### src/rtl/fetch_redirect_pkg.sv
// Shared fetch-stage types and constants.
package fetch_redirect_pkg;

  typedef enum logic [1:0] {
    S_REQ  = 2'd0,
    S_WAIT = 2'd1,
    S_TRAP = 2'd2
  } fetch_state_e;

  localparam logic [31:0] NOP_INST   = 32'h0000_0013;  // addi x0,x0,0
  localparam logic [6:0]  OPC_BRANCH = 7'b1100011;
  localparam logic [6:0]  OPC_JAL    = 7'b1101111;
  localparam logic [6:0]  OPC_JALR   = 7'b1100111;

endpackage

### src/rtl/fetch_inst_buf.sv
// One-entry instruction buffer toward decode: load, hold on stall, flush.
module fetch_inst_buf #(
  parameter logic [31:0] NOP_INST = 32'h0000_0013
) (
  input  logic        clk,
  input  logic        rst,
  input  logic        load,
  input  logic        flush,
  input  logic        stall,
  input  logic [31:0] load_inst,
  input  logic [31:0] load_pc,
  output logic [31:0] inst,
  output logic [31:0] inst_pc,
  output logic        inst_valid
);

  logic [31:0] inst_q, inst_d;
  logic [31:0] pc_q, pc_d;
  logic        valid_q, valid_d;

  // Flush beats a new response; otherwise load, hold on stall, or drain to NOP.
  always_comb begin
    inst_d  = inst_q;
    pc_d    = pc_q;
    valid_d = valid_q;
    if (flush) begin
      valid_d = 1'b0;
      inst_d  = NOP_INST;
    end else if (load) begin
      valid_d = 1'b1;
      inst_d  = load_inst;
      pc_d    = load_pc;
    end else if (!stall) begin
      valid_d = 1'b0;
      inst_d  = NOP_INST;
    end
  end

  // Buffer registers.
  always_ff @(posedge clk) begin
    if (rst) begin
      inst_q  <= NOP_INST;
      pc_q    <= '0;
      valid_q <= 1'b0;
    end else begin
      inst_q  <= inst_d;
      pc_q    <= pc_d;
      valid_q <= valid_d;
    end
  end

  assign inst       = inst_q;
  assign inst_pc    = pc_q;
  assign inst_valid = valid_q;

endmodule

### src/rtl/fetch_redirect.sv
// Fetch stage: owns the PC, issues single-outstanding imem requests and
// redirects on taken branches from execute, killing stale work.
module fetch_redirect #(
  parameter logic [31:0] RESET_PC = 32'h0000_0000,
  parameter logic [31:0] NOP_INST = fetch_redirect_pkg::NOP_INST
) (
  input  logic        clk,
  input  logic        rst,
  input  logic        ex_valid,
  input  logic        br_taken,
  input  logic [31:0] br_target,
  input  logic        stall,
  output logic        imem_req,
  output logic [31:0] imem_addr,
  input  logic        imem_gnt,
  input  logic        imem_rvalid,
  input  logic [31:0] imem_rdata,
  output logic [31:0] inst,
  output logic        inst_valid,
  output logic [31:0] inst_pc,
  output logic        flush,
  output logic        misalign
);
  import fetch_redirect_pkg::*;

  fetch_state_e state_q, state_d;
  logic [31:0]  pc_q, pc_d;
  logic [31:0]  fetch_pc_q, fetch_pc_d;
  logic         discard_q, discard_d;
  logic         flush_q, flush_d;
  logic         misalign_q, misalign_d;
  logic         redirect;
  logic         buf_load, buf_flush;

  assign redirect = ex_valid & br_taken;

  // State register.
  always_ff @(posedge clk) begin
    if (rst) begin
      state_q    <= S_REQ;
      pc_q       <= RESET_PC;
      fetch_pc_q <= '0;
      discard_q  <= 1'b0;
      flush_q    <= 1'b0;
      misalign_q <= 1'b0;
    end else begin
      state_q    <= state_d;
      pc_q       <= pc_d;
      fetch_pc_q <= fetch_pc_d;
      discard_q  <= discard_d;
      flush_q    <= flush_d;
      misalign_q <= misalign_d;
    end
  end

  // Next state: a redirect outside S_TRAP overrides normal fetch progress.
  always_comb begin
    state_d    = state_q;
    pc_d       = pc_q;
    fetch_pc_d = fetch_pc_q;
    discard_d  = discard_q;
    flush_d    = 1'b0;
    misalign_d = misalign_q;
    buf_load   = 1'b0;
    buf_flush  = 1'b0;
    if (redirect && state_q != S_TRAP) begin
      flush_d   = 1'b1;
      buf_flush = 1'b1;
      if (br_target[1]) begin
        misalign_d = 1'b1;
        discard_d  = 1'b0;
        state_d    = S_TRAP;
      end else begin
        pc_d = br_target & ~32'h1;
        // A same-cycle response is the stale one: drop it, nothing left to discard.
        if (state_q == S_WAIT) begin
          discard_d = !imem_rvalid;
          state_d   = imem_rvalid ? S_REQ : S_WAIT;
        end else if (imem_gnt) begin
          discard_d = 1'b1;
          state_d   = S_WAIT;
        end
      end
    end else begin
      case (state_q)
        S_REQ: begin
          if (imem_req && imem_gnt) begin
            fetch_pc_d = pc_q;
            state_d    = S_WAIT;
          end
        end
        S_WAIT: begin
          if (imem_rvalid) begin
            if (discard_q) begin
              discard_d = 1'b0;
            end else begin
              buf_load = 1'b1;
              pc_d     = fetch_pc_q + 32'd4;
            end
            state_d = S_REQ;
          end
        end
        S_TRAP:  state_d = S_TRAP;
        default: state_d = S_REQ;
      endcase
    end
  end

  // Outputs: request only when the buffer can take the result and no redirect.
  always_comb begin
    imem_req  = 1'b0;
    imem_addr = pc_q;
    if (!rst && state_q == S_REQ && !(inst_valid && stall) && !redirect) begin
      imem_req = 1'b1;
    end
  end

  assign flush    = flush_q;
  assign misalign = misalign_q;

  fetch_inst_buf #(
    .NOP_INST (NOP_INST)
  ) u_buf (
    .clk        (clk),
    .rst        (rst),
    .load       (buf_load),
    .flush      (buf_flush),
    .stall      (stall),
    .load_inst  (imem_rdata),
    .load_pc    (fetch_pc_q),
    .inst       (inst),
    .inst_pc    (inst_pc),
    .inst_valid (inst_valid)
  );

endmodule

### config.mk
export PLATFORM = sky130hd
export DESIGN_NAME = fetch_redirect
export DESIGN_NICKNAME = d
export VERILOG_FILES = /design/src/rtl/fetch_redirect_pkg.sv /design/src/rtl/fetch_inst_buf.sv /design/src/rtl/fetch_redirect.sv
export SDC_FILE = /design/constraint.sdc
export NUM_CORES = 1
export LEC_CHECK = 0
export CORE_MARGIN = 3
export CORE_UTILIZATION = 51
export DETAILED_ROUTE_END_ITERATION = 10
export PLACE_DENSITY = 0.84
export SLEW_MARGIN = 10
export SYNTH_ARGS = -nofsm -noshare
export SYNTH_HDL_FRONTEND = slang
export SYNTH_SLANG_ARGS = --single-unit
### constraint.sdc
create_clock -name clk -period 4 [get_ports clk]
set_input_delay 1 -clock clk [delete_from_list [all_inputs] [get_ports clk]]
set_output_delay 1 -clock clk [all_outputs]
set_load 0.01 [all_outputs]
==> impl_metrics.tcl, run 1 <==
set metrics [dict create \
    status "completed" \
    hold_viol 0 \
    clk_path_buf_depth 2 \
    reg2reg_slack_ns 1.62 \
    path_buf_inv 2 \
    grt_use_met2_pct 47.3 \
    startpoint "ex_valid" \
    r2r-start "fetch_pc_q[2]" \
    cts_tree "done" \
    fmaxAchievable_ghz 0.307 \
    htree_levels 4 \
    grt_pass1_wl_mm 30.0 \
    path_clk_slew_ns 0.06 \
    num_antenna_cells 0 \
    syn_inst 740 \
    post-place-ws_ns 0.736 \
    final_area_mm2 0.00828 \
    worstPathCellList "clkdlybuf4s50_1, nand2_1, and3_1, clkdlybuf4s50_1" \
    die_h_um 114 \
    ys.flop_type "dfxtp_1" \
    syn_avg_cell_area_um2 7.99 \
    fin_hold_ws_ns 0.456 \
    p_clk_share_pct 49.9 \
    first_pass_iters 6 \
    cap_violations 0 \
    cts_buffers 17 \
    synth_nets 812 \
    antenna_found_initial 0 \
    grt_overflow 0 \
    cp.arrival_ns 2.26 \
    finalSetupViolCount 0 \
    path_common_cell "clkdlybuf4s50_1" \
    internal_power_w 0.00266 \
    synth_top_cell_by_area "dfxtp_1" \
    synth_edf_count 0 \
    row_count 38 \
    fin_ws_ns 0.745 \
    synth.distinct_cells 61 \
    synth_top_area_share_pct 45.4 \
    crit_end "imem_req" \
    finalCriticalPeriod_ns 3.26 \
    final_util_pct 74.7 \
    critical_path_class "primary input to output port" \
    tightest_slew_ns 0.916 \
    synth_area_mm2 0.00591 \
    finalMaxSlewViolations 0 \
    fillers 821 \
    cts_resized 0 \
    antenna_left 0 \
    area_growth_syn_to_layout_pct 40.1 \
    dieArea_mm2 0.0129 \
    cp_data_required_time_ns 3.00 \
    io_pins 171 \
    fin_tns_setup_ns 0 \
    vdd_drop_max_mv 0.254 \
    gp_congestion 0.826 \
    end_kind "output port" \
    start_util_pct 53.4 \
    ys_seq_area_share_pct 45.4 \
    synth_area_leaders "dfxtp_1 45%, nand2_1 12%, a21oi_1 6.2%" \
    grt_pass1_vias 6108 \
    port-buffer-count 169 \
    slowest_delay_ns 0.55 \
    drive_above_1_share_pct 7.25 \
    top_usage_layer "met2" \
    async_flop_share_pct 0 \
    min_path_type "flip-flop to flip-flop" \
    clock_latency_ns 0.42 \
    first_iter_violations 648 \
    vias 6342 \
    rsz0062_at_grt "false" \
    cp.depth 4 \
    cts.sinks 134 \
    hold_buffers 0 \
    finClkSkew_ns 0.00696 \
    power.switching_w 0.000836 \
    timing.final.crit_share_pct 81.4 \
    die_w_um 114 \
    share_seq_of_total_power_pct 40.3 \
    wire_per_inst_um 18.4 \
    nNetsFinal 955 \
    drc 0 \
    swShare_pct 23.9 \
    rr_endpoint "imem_addr[28]" \
    use_met1_pct 36.4 \
    root_buffer "clkbuf_16" \
    reg2reg_depth 5 \
    dp_hpwl_mm 12.7 \
    wl_mm 19.0 \
    grt_use_met3_pct 6.79 \
    cp_max_fo 4 \
    post_dp_cell_area_mm2 0.00762 \
    post_drt_via_cell_ratio 6.12 \
    crit_family "buffers and inverters" \
    powerDensity_mw_per_mm2 423 \
    pwr-share-comb_pct 9.8 \
    post_cts_buffers 0 \
    grt_usage_pct 28.8 \
    slew_headroom_pct 38.9 \
    yosysWarnings 0 \
    core_mm2 0.0111 \
    ys_ff_latch 134 \
    cp-start-kind "primary input" \
    p_leak_nw 2.62 \
    critPathSlowestCell "clkdlybuf4s50_1" \
    grt_max_degree 76 \
]
## worst register-to-register path, stage by stage (launching register included)
cell and delay [ns]:
dfxtp_1 0.41, ha_1 0.24, nand2_1 0.24, or4_1 0.62, or4_1 0.52, a311oi_1 0.26
## cells by family after synthesis
kind of cell             after synthesis  synth area share, %
AO/OA/AOI/OAI                        194                 20.2
adder cells (fa/ha/maj)                1                0.212
flip-flops                           134                 45.4
AND/OR/NAND/NOR                      330                 26.8
XOR/XNOR                               7                 1.04
buffers and inverters                 69                 5.50
multiplexers                           5                0.847
## state kept, by name, indices dropped and copies added (netlist names)
signal / flops
discard_q: 1
flush: 1
u_buf.inst_pc: 32
misalign: 1
imem_addr: 32
u_buf.inst_valid: 1
u_buf.inst: 32
fetch_pc_q: 32
state_q: 2
## routing by layer
| layer | wire length (µm) | part of all wire (%) |
|---|---|---|
| met2 | 9210 | 48 |
| met5 | 0 | 0 |
| met3 | 1630 | 8.6 |
| met1 | 7590 | 40 |
| met4 | 595 | 3.1 |
## Yosys cell counts (2+ instances only)
library cell and n:
nand2_1 187, dfxtp_1 134, a21oi_1 73, clkbuf_1 46, nand3_1 45, o21ai_0 45
or4_1 16, nor3b_1 14, nor3_1 13, o31ai_1 13, nor2_1 12, a311oi_1 11
nor4_1 11, a31oi_1 10, a211oi_1 9, or3_1 8, xnor2_1 7, a221oi_1 6
buf_1 6, inv_1 6, nand4_1 6, clkbuf_8 5, mux2i_1 5, o211ai_1 5
a31o_2 3, buf_2 3, o21a_1 3, and4_1 2, nand3_2 2, o311ai_0 2
or3b_2 2
## cell type report
class | count | area (µm²) | share of cell area [%]
Sequential cell | 134 | 2680 | 32.4
Clock inverter | 14 | 223 | 2.69
Timing Repair Buffer | 187 | 1820 | 22.0
Inverter | 6 | 22.5 | 0.272
Clock buffer | 18 | 439 | 5.30
Multi-Input combinational cell | 537 | 2920 | 35.2
Tap cell | 140 | 175 | 2.12
## placed cells by master (no fill, tap or decap), drive strengths merged, types with 10 or more instances in the layout
master	instances
nand2	187
clkdlybuf4s50	168
dfxtp	134
a21oi	73
nand3	47
o21ai	45
buf	19
clkbuf	18
or4	17
nor3b	14
nor3	13
o31ai	13
nor2	13
nor4	11
a311oi	11
a31oi	10
## power groups by stage
stage          logic (W)  clock network (W)  registers, W
2_1_floorplan   0.000164                  0       0.00143
3_3_place_gp    0.000328                  0       0.00143
3_5_place_dp    0.000338                  0       0.00144
4_1_cts         0.000340            0.00175       0.00141
5_1_grt         0.000370            0.00182       0.00141
6_report        0.000344            0.00175       0.00141
## worst min path at each step
stage | from | depth (start not counted) | slack [ns] | end
floorplan | fetch_pc_q[0] | 2 | 0.44 | fetch_pc_q[0]
CTS | u_buf.inst_pc[4] | 2 | 0.46 | u_buf.inst_pc[4]
finish | u_buf.inst_pc[21] | 2 | 0.46 | u_buf.inst_pc[21]
global placement | u_buf.inst_pc[6] | 2 | 0.44 | u_buf.inst_pc[6]
global route | u_buf.inst_pc[29] | 2 | 0.48 | u_buf.inst_pc[29]
detailed placement | u_buf.inst_pc[28] | 2 | 0.45 | u_buf.inst_pc[28]
## stage by stage
step                total power (W)  std cells
floorplan                   0.00160        740
global placement            0.00176       1004
detailed placement          0.00177       1004
CTS                         0.00350       1036
global route                0.00360       1036
finish                      0.00350       1036
(Power assumes the default switching activity.)
==> inputs of run 2 (changes only) <==
CORE_UTILIZATION = 48   (was 51)
PLACE_DENSITY = 0.8   (was 0.84)
clock period = 3.3 ns   (was 4 ns; I/O delays follow)
==> run 2 against run 1 <==
Register-to-register slack worse by 0.70 ns; final cell count up 0.48%; hold slack worse by 0.0046 ns; clock power about the same; sequential share of layout area up 0.18 points; sequential power up 21%; flip-flop and latch count unchanged; combinational power up 24%; power up 10%; clock skew up 0.00076 ns; global-route usage down 1.4 points; critical path type unchanged; critical endpoint unchanged; largest cell class unchanged; highest routed layer unchanged.
==> impl_metrics.tcl, run 2 (synthesis results as in run 1) <==
set metrics [dict create \
    critical_path_class "primary input to output port" \
    gp_congestion 0.916 \
    worstPathCellList "clkdlybuf4s50_1, nand2_1, and3_1, clkdlybuf4s50_1" \
    port-buffer-count 169 \
    fin_hold_ws_ns 0.451 \
    share_seq_of_total_power_pct 44.2 \
    cp_max_fo 4 \
    num_antenna_cells 0 \
    fmaxAchievable_ghz 0.341 \
    grt_usage_pct 27.4 \
    min_path_type "flip-flop to flip-flop" \
    pwr-share-comb_pct 11.0 \
    vias 6192 \
    hold_buffers 0 \
    cap_violations 0 \
    cp_data_required_time_ns 2.47 \
    rsz0062_at_grt "false" \
    fillers 959 \
    cts_resized 0 \
    cts_buffers 17 \
    finalSetupViolCount 0 \
    cp.arrival_ns 2.11 \
    die_h_um 117 \
    die_w_um 117 \
    slowest_delay_ns 0.55 \
    final_cell_mix "186 x nand2_1, 168 x clkdlybuf4s50_1, 134 x dfxtp_1, 73 x a21oi_1" \
    first_pass_iters 5 \
    swShare_pct 23.8 \
    end_kind "output port" \
    cp-start-kind "primary input" \
    path_common_cell "clkdlybuf4s50_1" \
    grt_max_degree 76 \
    path_clk_slew_ns 0.05 \
    post_drt_via_cell_ratio 5.95 \
    finalCriticalPeriod_ns 2.93 \
    first_iter_violations 471 \
    dp_hpwl_mm 12.4 \
    drive_above_1_share_pct 7.46 \
    io_pins 171 \
    fin_tns_setup_ns 0 \
    power_w 0.00386 \
    p_leak_nw 2.61 \
    grt_overflow 0 \
    nNetsFinal 961 \
    area_growth_syn_to_layout_pct 39.3 \
    antenna_left 0 \
    status "completed" \
    htree_levels 4 \
    final_common_cell "nand2_1" \
    grt_pass1_vias 5824 \
    slew_headroom_pct 43.8 \
    root_buffer "clkbuf_16" \
    clock_latency_ns 0.42 \
    grt_pass1_wl_mm 29.5 \
    post_cts_buffers 0 \
    core_mm2 0.0117 \
    final_util_pct 70.3 \
    clk_path_buf_depth 2 \
    timing.final.crit_share_pct 88.9 \
    p_clk_share_pct 44.8 \
    finalMaxSlewViolations 0 \
    hold_viol 0 \
    powerDensity_mw_per_mm2 469 \
    cts.sinks 134 \
    finClkSkew_ns 0.00773 \
    row_count 39 \
    critPathSlowestCell "clkdlybuf4s50_1" \
    tightest_slew_ns 0.843 \
    power.switching_w 0.000919 \
    start_util_pct 50.5 \
    dieArea_mm2 0.0137 \
    wl_mm 18.5 \
    antenna_found_initial 0 \
    internal_power_w 0.00295 \
    vdd_drop_max_mv 0.327 \
    drc 0 \
    cts_tree "done" \
    wire_per_inst_um 17.7 \
]
[run 2: cell types whose count changed in the layout (fill, tap and decap cells not counted)]
cell / before / now
buf_12: 0 / 2
buf_4: 18 / 22
bufinv_16: 5 / 0
clkbuf_8: 1 / 7
clkinv_2: 1 / 4
clkinv_4: 3 / 0
clkinvlp_4: 2 / 0
inv_6: 3 / 0
[run 2: worst max-delay path: cells and delay by family]
kind	cells	cell delay (ns)
and+or+nand+nor	2	0.27
buffers and inverters	2	1.02
[run 2: worst paths after layout]
check                          end             start  cells past startpoint  slack, ns
setup / recovery          imem_req          ex_valid                      4       0.37
hold reg to reg   u_buf.inst_pc[1]  u_buf.inst_pc[1]                      2       0.45
hold / removal    u_buf.inst_pc[1]  u_buf.inst_pc[1]                      2       0.45
setup reg to reg     imem_addr[28]     fetch_pc_q[2]                      5       0.92
[run 2: through the flow]
stage          cell area [µm²]  cells  setup slack [ns]
5_1_grt                   8230   1041             0.317
6_report                  8230   1041             0.366
2_1_floorplan             5910    740              1.11
3_5_place_dp              7690   1013             0.343
4_1_cts                   8230   1041             0.375
3_3_place_gp              7690   1013             0.399
[run 2: per-layer routing]
metal / track usage, % / up-vias / wire length, µm
met2: 44.6 / 259 / 9050
met5: 0 / - / 0
li1: - / 2954 / -
met1: 35.7 / 2934 / 7700
met4: 10.9 / 0 / 522
met3: 5.76 / 45 / 1200
[run 2: layout make-up]
type	count	area [µm²]	area share, %
multi-input cells	537	2920	35.4
flip-flops and latches	134	2680	32.6
repair buffers	193	1890	23.0
clock buffers	24	522	6.34
well taps	143	179	2.17
inverters	6	22.5	0.274
clock inverters	4	20.0	0.243
[run 2: power by group through the flow]
stage / registers [W] / logic [W] / clock network (W)
2_1_floorplan: 0.00174 / 0.000198 / 0
3_3_place_gp: 0.00174 / 0.000412 / 0
3_5_place_dp: 0.00174 / 0.000421 / 0
4_1_cts: 0.00171 / 0.000424 / 0.00175
5_1_grt: 0.00171 / 0.000461 / 0.00181
6_report: 0.00171 / 0.000426 / 0.00173
